File: src/rtl/serial_sub_if.sv
// Handshake and operand/result bundle for serial_sub.
// The zero/neg/ovf flag signals exist only when SERSUB_FLAGS_EN is defined.
interface serial_sub_if #(
    parameter int WIDTH = 10
);
    logic             start;
    logic [WIDTH-1:0] A;
    logic [WIDTH-1:0] B;
    logic             bin;
    logic             busy;
    logic             done;
    logic [WIDTH-1:0] dif;
    logic             bout;
`ifdef SERSUB_FLAGS_EN
    logic             zero;
    logic             neg;
    logic             ovf;

    modport master (
        output start, A, B, bin,
        input  busy, done, dif, bout, zero, neg, ovf
    );

    modport slave (
        input  start, A, B, bin,
        output busy, done, dif, bout, zero, neg, ovf
    );
`else
    modport master (
        output start, A, B, bin,
        input  busy, done, dif, bout
    );

    modport slave (
        input  start, A, B, bin,
        output busy, done, dif, bout
    );
`endif
endinterface

File: src/rtl/serial_sub.sv
// Bit-serial subtractor: computes A-B-bin one bit per clock, LSB first, in WIDTH cycles.
// Define SERSUB_FLAGS_EN to add zero/neg/ovf result flags.
module serial_sub #(
    parameter int WIDTH = 10,
    parameter int CW    = 5
) (
    input logic         clk,
    input logic         rst,
    serial_sub_if.slave bus
);

    typedef enum logic [1:0] {
        IDLE = 2'd0,
        RUN  = 2'd1,
        DONE = 2'd2
    } state_t;

    state_t           state_q,   state_d;
    logic [WIDTH-1:0] opA_q,     opA_d;
    logic [WIDTH-1:0] opB_q,     opB_d;
    logic             aMsb_q,    aMsb_d;
    logic             bMsb_q,    bMsb_d;
    logic             borrow_q,  borrow_d;
    logic [CW-1:0]    count_q,   count_d;
    logic [WIDTH-1:0] dif_q,     dif_d;
    logic             bout_q,    bout_d;
`ifdef SERSUB_FLAGS_EN
    logic             zero_q,    zero_d;
    logic             neg_q,     neg_d;
    logic             ovf_q,     ovf_d;
`endif

    logic             diffBit;
    logic             borrowNext;
    logic             lastBit;
    logic [WIDTH-1:0] shiftedDif;

    // Operands shift right so the active bit is always at index 0; result bits enter at the MSB.
    always_comb begin
        diffBit    = opA_q[0] ^ opB_q[0] ^ borrow_q;
        borrowNext = (~opA_q[0] & opB_q[0]) | (~(opA_q[0] ^ opB_q[0]) & borrow_q);
        lastBit    = (count_q == CW'(WIDTH - 1));
        shiftedDif = {diffBit, dif_q[WIDTH-1:1]};
    end

    always_comb begin
        state_d  = state_q;
        opA_d    = opA_q;
        opB_d    = opB_q;
        aMsb_d   = aMsb_q;
        bMsb_d   = bMsb_q;
        borrow_d = borrow_q;
        count_d  = count_q;
        dif_d    = dif_q;
        bout_d   = bout_q;
`ifdef SERSUB_FLAGS_EN
        zero_d   = zero_q;
        neg_d    = neg_q;
        ovf_d    = ovf_q;
`endif

        case (state_q)
            IDLE: begin
                if (bus.start) begin
                    opA_d    = bus.A;
                    opB_d    = bus.B;
                    aMsb_d   = bus.A[WIDTH-1];
                    bMsb_d   = bus.B[WIDTH-1];
                    borrow_d = bus.bin;
                    count_d  = '0;
                    dif_d    = '0;
                    state_d  = RUN;
                end
            end

            RUN: begin
                opA_d    = opA_q >> 1;
                opB_d    = opB_q >> 1;
                borrow_d = borrowNext;
                dif_d    = shiftedDif;
                if (lastBit) begin
                    bout_d  = borrowNext;
                    state_d = DONE;
`ifdef SERSUB_FLAGS_EN
                    // Flags come from the completed difference, so they are valid together with done.
                    zero_d  = (shiftedDif == '0);
                    neg_d   = diffBit;
                    ovf_d   = (aMsb_q ^ bMsb_q) & (aMsb_q ^ diffBit);
`endif
                end else begin
                    count_d = count_q + CW'(1);
                end
            end

            DONE: begin
                state_d = IDLE;
            end

            default: begin
                state_d = IDLE;
            end
        endcase
    end

    always_ff @(posedge clk) begin
        if (rst) begin
            state_q  <= IDLE;
            opA_q    <= '0;
            opB_q    <= '0;
            aMsb_q   <= 1'b0;
            bMsb_q   <= 1'b0;
            borrow_q <= 1'b0;
            count_q  <= '0;
            dif_q    <= '0;
            bout_q   <= 1'b0;
`ifdef SERSUB_FLAGS_EN
            zero_q   <= 1'b0;
            neg_q    <= 1'b0;
            ovf_q    <= 1'b0;
`endif
        end else begin
            state_q  <= state_d;
            opA_q    <= opA_d;
            opB_q    <= opB_d;
            aMsb_q   <= aMsb_d;
            bMsb_q   <= bMsb_d;
            borrow_q <= borrow_d;
            count_q  <= count_d;
            dif_q    <= dif_d;
            bout_q   <= bout_d;
`ifdef SERSUB_FLAGS_EN
            zero_q   <= zero_d;
            neg_q    <= neg_d;
            ovf_q    <= ovf_d;
`endif
        end
    end

    assign bus.busy = (state_q == RUN);
    assign bus.done = (state_q == DONE);
    assign bus.dif  = dif_q;
    assign bus.bout = bout_q;
`ifdef SERSUB_FLAGS_EN
    assign bus.zero = zero_q;
    assign bus.neg  = neg_q;
    assign bus.ovf  = ovf_q;
`endif

endmodule

File: src/flat_wrapper.sv
// flat-port wrapper written by rule: the top's interface ports become plain ports
module serial_sub_flat 
#(
    parameter int WIDTH = 10,
    parameter int CW    = 5
)
  (clk, rst, bus_start, bus_A, bus_B, bus_bin, bus_busy, bus_done, bus_dif, bus_bout);
  serial_sub_if #(.WIDTH(WIDTH)) bus_i ();
  input logic clk;
  input logic rst;
  input wire logic [$bits(bus_i.start)-1:0] bus_start;
  input wire logic [$bits(bus_i.A)-1:0] bus_A;
  input wire logic [$bits(bus_i.B)-1:0] bus_B;
  input wire logic [$bits(bus_i.bin)-1:0] bus_bin;
  output wire logic [$bits(bus_i.busy)-1:0] bus_busy;
  output wire logic [$bits(bus_i.done)-1:0] bus_done;
  output wire logic [$bits(bus_i.dif)-1:0] bus_dif;
  output wire logic [$bits(bus_i.bout)-1:0] bus_bout;
  assign bus_i.start = bus_start;
  assign bus_i.A = bus_A;
  assign bus_i.B = bus_B;
  assign bus_i.bin = bus_bin;
  assign bus_busy = bus_i.busy;
  assign bus_done = bus_i.done;
  assign bus_dif = bus_i.dif;
  assign bus_bout = bus_i.bout;
  serial_sub #(.WIDTH(WIDTH), .CW(CW)) u_core (.clk(clk), .rst(rst), .bus(bus_i));
endmodule
File: config.mk
export PLATFORM = sky130hd
export DESIGN_NAME = serial_sub_flat
export DESIGN_NICKNAME = d
export VERILOG_FILES = /design/src/rtl/serial_sub_if.sv /design/src/rtl/serial_sub.sv /design/src/flat_wrapper.sv
export SDC_FILE = /design/constraint.sdc
export NUM_CORES = 1
export LEC_CHECK = 0
export CORE_MARGIN = 8
export CORE_UTILIZATION = 50
export DETAILED_ROUTE_END_ITERATION = 6
export MAX_ROUTING_LAYER = met4
export PLACE_DENSITY = 0.76
export SETUP_SLACK_MARGIN = 0.4
export SLEW_MARGIN = 0
export SYNTH_ARGS = -nofsm -noshare
export SYNTH_HDL_FRONTEND = slang
export SYNTH_SLANG_ARGS = --single-unit
File: constraint.sdc
create_clock -name clk -period 4.02 [get_ports clk]
set_clock_uncertainty 0.15 [all_clocks]
set_input_delay 0.804 -clock clk [delete_from_list [all_inputs] [get_ports clk]]
set_output_delay 0.804 -clock clk [all_outputs]
set_load 0.02 [all_outputs]
# Yosys cells after proc, flatten, opt, wreduce, memory -nomap -nowiden
# Index checks and enable logic that the tools add are counted.
[classes]
eq_ne = 6
n_reduce_logical = 6
muxes = 14
n_addsub = 1
n_bitwise = 7
[ops]
columns = ["cell", "n"]
rows = [
  ["10-bit case mux with 2 select lines", 3],
  ["10-bit 2-to-1 mux", 3],
  ["5-bit 2-to-1 mux", 2],
  ["5-bit case mux with 2 select lines", 1],
  ["2-bit AND reduction", 3],
  ["5-bit by 1-bit adder with 5-bit output (second input constant)", 1],
  ["5-bit by 4-bit == test with 1-bit output (second input constant)", 1],
  ["2-bit 2-to-1 mux", 2],
  ["2-bit != test (second input constant)", 2],
  ["2-bit case mux with 2 select lines", 1],
  ["3-bit AND reduction", 1],
  ["1-bit bitwise AND", 2],
  ["2-bit by 1-bit == test with 1-bit output (second input constant)", 1],
  ["2-bit == test (second input constant)", 1],
  ["2-bit logical NOT", 1],
  ["2-bit by 1-bit != test with 1-bit output (second input constant)", 1],
  ["1-bit NOT", 2],
  ["1-bit case mux with 2 select lines", 1],
  ["2-bit nonzero test", 1],
  ["1-bit bitwise XOR", 2],
  ["1-bit 2-to-1 mux", 1],
  ["1-bit bitwise OR", 1],
]
[totals]
out_inout_bits = 13
word_cells = 41
inputBits = 24
ff_bits = 39

# Logic depth before layout (Yosys ltp)
[logic_depth]
depth_word = 5
ltp_mapped = 6
mapped_depth_nobuf = 5

# Worst setup path after synthesis
# Ideal clock, no wire load.
[synth_timing]
path_type = "reg2out"
from = "register u_core.state_q[1]"
to = "output bus_done"
required_time_ns = 3.066
stages_incl_launch_ff = 3
n_path_buf = 1
slack_ns = 2.087
arrival_ns = 0.979
cell_sequence = "dfxtp_1 clkbuf_1 nor2b_1"
[synth_via]
elab_chain_cells = 1
[synth_lines]
columns = ["item", "line", "rtl"]
rows = [
  ["start: declaration", "serial_sub.sv:18", "state_t state_q, state_d;"],
  ["start signal: assignment", "serial_sub.sv:122", "state_q <= state_d;"],
  ["2-bit == test", "serial_sub.sv:140", "assign bus.done = (state_q == DONE);"],
  ["end: declaration", "flat_wrapper.sv:16", "output wire logic [$bits(bus_i.done)-1:0] bus_done;"],
]
# Every way passes these cells.

# Final worst setup path
[layout_timing]
from = "input bus_start"
to = "register u_core.count_q[2]"
[layout_via]
elab_chain_cells = 2
[layout_lines]
columns = ["item", "line", "rtl"]
rows = [
  ["start: declaration", "flat_wrapper.sv:11", "input wire logic [$bits(bus_i.start)-1:0] bus_start;"],
  ["2-bit != test (no line)", "--", ""],
  ["3-bit AND reduction (no line)", "--", ""],
  ["end signal: assignment", "serial_sub.sv:128", "count_q <= count_d;"],
  ["end: declaration", "serial_sub.sv:24", "logic [CW-1:0] count_q, count_d;"],
]
# Every way passes these cells.
# A chain may end at the register's enable or synchronous reset.

==> results.toml <==
[synth]
synthDistinctLibCells = 39
ys_seq_elements = 39
syn-mean-instance-area_sq_um = 9.01
synth.most_common_cell = "sky130_fd_sc_hd__dfxtp_1"
synth-edff-count = 0
synthesis.nets = 231
ys_top_cells_by_count = "39 x sky130_fd_sc_hd__dfxtp_1, 34 x sky130_fd_sc_hd__nand2_1, 31 x sky130_fd_sc_hd__nor2_1, 13 x sky130_fd_sc_hd__a311oi_2, 10 x sky130_fd_sc_hd__a22oi_1"
mappedNetlistArea_sq_mm = 0.00184
post_synth_inst_count = 204
dominant_synthesized_flop_cell = "sky130_fd_sc_hd__dfxtp_1"
netlist.top_cell.by_area = "sky130_fd_sc_hd__dfxtp_1"
postSynth.asyncResetShare = 0
ys.warnings.count = 0
ys_top_cells_by_area = "sky130_fd_sc_hd__dfxtp_1 42%, sky130_fd_sc_hd__a311oi_2 11%, sky130_fd_sc_hd__nand2_1 6.9%"
synth_top_area_frac = 0.425
synth_seq_area_share = 0.425

[global_routing]
total_global_routing_overflow = 0
antenna_found_initial = 0
first_pass_grt_wire_length_um = 6550
grt_use_total = 0.135
grt_pass1_vias = 1458
largest_net_degree_at_the_start_of_global_routing = 43

[timing]
timing.final.setup_violations = 0
finalSetupTns_ns = 0
worst_slew_margin_rel = 0.425
worst-slew-pin-transition_ns = 0.862
timing_max_transition_violations_final = 0
finalHoldViolations = 0
hold-worst-slack_ns = 0.330
fmaxAchievable_ghz = 0.375
post-route-worst-setup-slack_ns = 1.35
grt_setup_unrepaired = "false"
finalWorstPathRequiredPeriod_ns = 2.67
final_min_period_over_clock_period = 0.663

[place]
gp_routability_congestion = 0.763
place_ws_ns = 1.06
numPortBuffers = 36
placement.cell_area_sq_mm = 0.00216
detailed_place_hpwl_um = 2560
dpl.cell_count = 273

[layout]
drive_above_1_share = 0.126
layout.cells.non_filler = 279
layout.core_utilization = 0.620
postLayoutCellArea_sq_mm = 0.00224
multiInputGateArea_sq_um = 918
inserted_diodes = 0
sequential_cell_area_sq_um = 781
final.fill_count = 317
syn2layout_area_growth_pct = 21.6
layout.nets = 259

[die]
die_area_sq_mm = 0.00587
site_row_count = 22
die-height_um = 76.6
floorplan.die.width_um = 76.6
number_of_ports_placed_on_the_die_boundary = 37
start_util = 0.510
coreArea_sq_mm = 0.00361

[clocking]
worst_skew_pair_latency_ns = 0.29
clock_sink_count = 39
max-clock-path-buffers = 2
cts_post_setup_buffers_inserted = 0
path_clk_slew_ns = 0.07
htree_num_levels = 2
tritoncts_clock_tree = "yes"
ctsResizeCount = 0
cts.hold.buffers_added = 0
cts-buffers-inserted = 5
clockRootBuffer = "sky130_fd_sc_hd__clkbuf_8"

[hold_path]
hold_path_end = "u_core.opB_q[9]"
hold_depth = 2
path_class_of_the_lowest_slack_min_delay_path = "flip-flop to flip-flop"
worst_hold_startpoint = "u_core.opB_q[9]"

[power_and_ir_drop]
power.total_mw = 0.781
power_density_mw_per_mm2 = 349
p_leak_nw = 0.799
worst_ir_drop_vdd_mv = 0.174

[critical_path]
ff2ff_path_depth = 3
worst_path_max_delay_cell = "sky130_fd_sc_hd__clkdlybuf4s50_1"
critical_path.max_stage_delay_ns = 0.70
timing.rr.start = "u_core.state_q[0]"
worst_setup_path_start_kind = "primary input"
end_kind = "flip-flop"
worst_r2r_endpoint = "u_core.count_q[2]"
cp.required_ns = 4.05
worst-endpoint-arrival_ns = 2.70
path_class = "primary input to flip-flop"
timing.reg2reg.setup_slack_ns = 1.98
timing.critical_path.cells = "clkdlybuf4s50_1 -> o21ba_2 -> o21ai_0 -> a32o_1"
path_max_fanout = 32

[flow_run]
max-cap-violations = 0

[drt]
detailedRoute.firstIterationViolations = 114
remaining_drc_errors = 0
post_drt_via_cell_ratio = 5.52
drtPass1Iterations = 4
wl_um = 3850
total_number_of_vias = 1541
route.antenna.remaining_nets = 0
avgRoutedWirePerCell_um = 13.8

[run_status]
outcome = "finished, final reports clean"
-- worst max-delay path: cells and delay by family --
| family | cells | cell delay [ns] |
|---|---|---|
| AO/OA/AOI/OAI | 3 | 1.19 |
| buffers and inverters | 1 | 0.70 |
-- cell type report --
cell class,count,area share
tap,48,0.0269
sequential,39,0.349
timing repair buffer,38,0.166
inverter,9,0.0151
clock buffer,6,0.0325
multi-input combinational,139,0.411
-- kinds of logic after synthesis --
group           share of synthesized area
buf+inv                            0.0756
flops                               0.425
compound gates                      0.266
fa+ha+maj                          0.0245
simple gates                        0.209
-- worst max-delay path by stage --
stage / cells past startpoint / startpoint / endpoint
CTS: 3 / u_core.state_q[0] / bus_busy
global placement: 4 / bus_start / u_core.count_q[2]
detailed placement: 4 / bus_start / u_core.count_q[2]
finish: 4 / bus_start / u_core.count_q[2]
global route: 4 / bus_start / u_core.count_q[2]
floorplan: 2 / u_core.state_q[1] / bus_done
-- power breakdown --
group / switching, mW / internal, mW / leakage (nW) / total [mW]
registers: 0.0145 / 0.408 / 0.320 / 0.422
logic: 0.0635 / 0.0562 / 0.442 / 0.120
clock network: 0.123 / 0.116 / 0.0371 / 0.239
-- registers in the layout, indices dropped and copies added, names as in the netlist --
name             count
u_core.count_q       5
u_core.state_q       2
u_core.bus.bout      1
u_core.borrow_q      1
u_core.bus.dif      10
u_core.opA_q        10
u_core.opB_q        10
-- cell usage in the layout (no fill, tap or decap), types with 3 or more instances in the layout --
cell type / instances
sky130_fd_sc_hd__nand2b_1: 3
sky130_fd_sc_hd__a21oi_1: 9
sky130_fd_sc_hd__or4_1: 3
sky130_fd_sc_hd__a311oi_1: 4
sky130_fd_sc_hd__inv_1: 8
sky130_fd_sc_hd__clkdlybuf4s50_1: 35
sky130_fd_sc_hd__a22oi_1: 10
sky130_fd_sc_hd__clkbuf_8: 5
sky130_fd_sc_hd__nor2_1: 31
sky130_fd_sc_hd__a311oi_2: 13
sky130_fd_sc_hd__dfxtp_1: 39
sky130_fd_sc_hd__o221a_2: 3
sky130_fd_sc_hd__nand2_1: 34
-- per-layer routing --
metal,vias up,part of all wire,global-route usage
met3,7,0.035,0.0283
met4,0,0.018,0.0692
met5,-,0,-
met1,738,0.48,0.148
li1,773,-,-
met2,23,0.46,0.226
No activity file was read; power rests on OpenSTA's default activity.
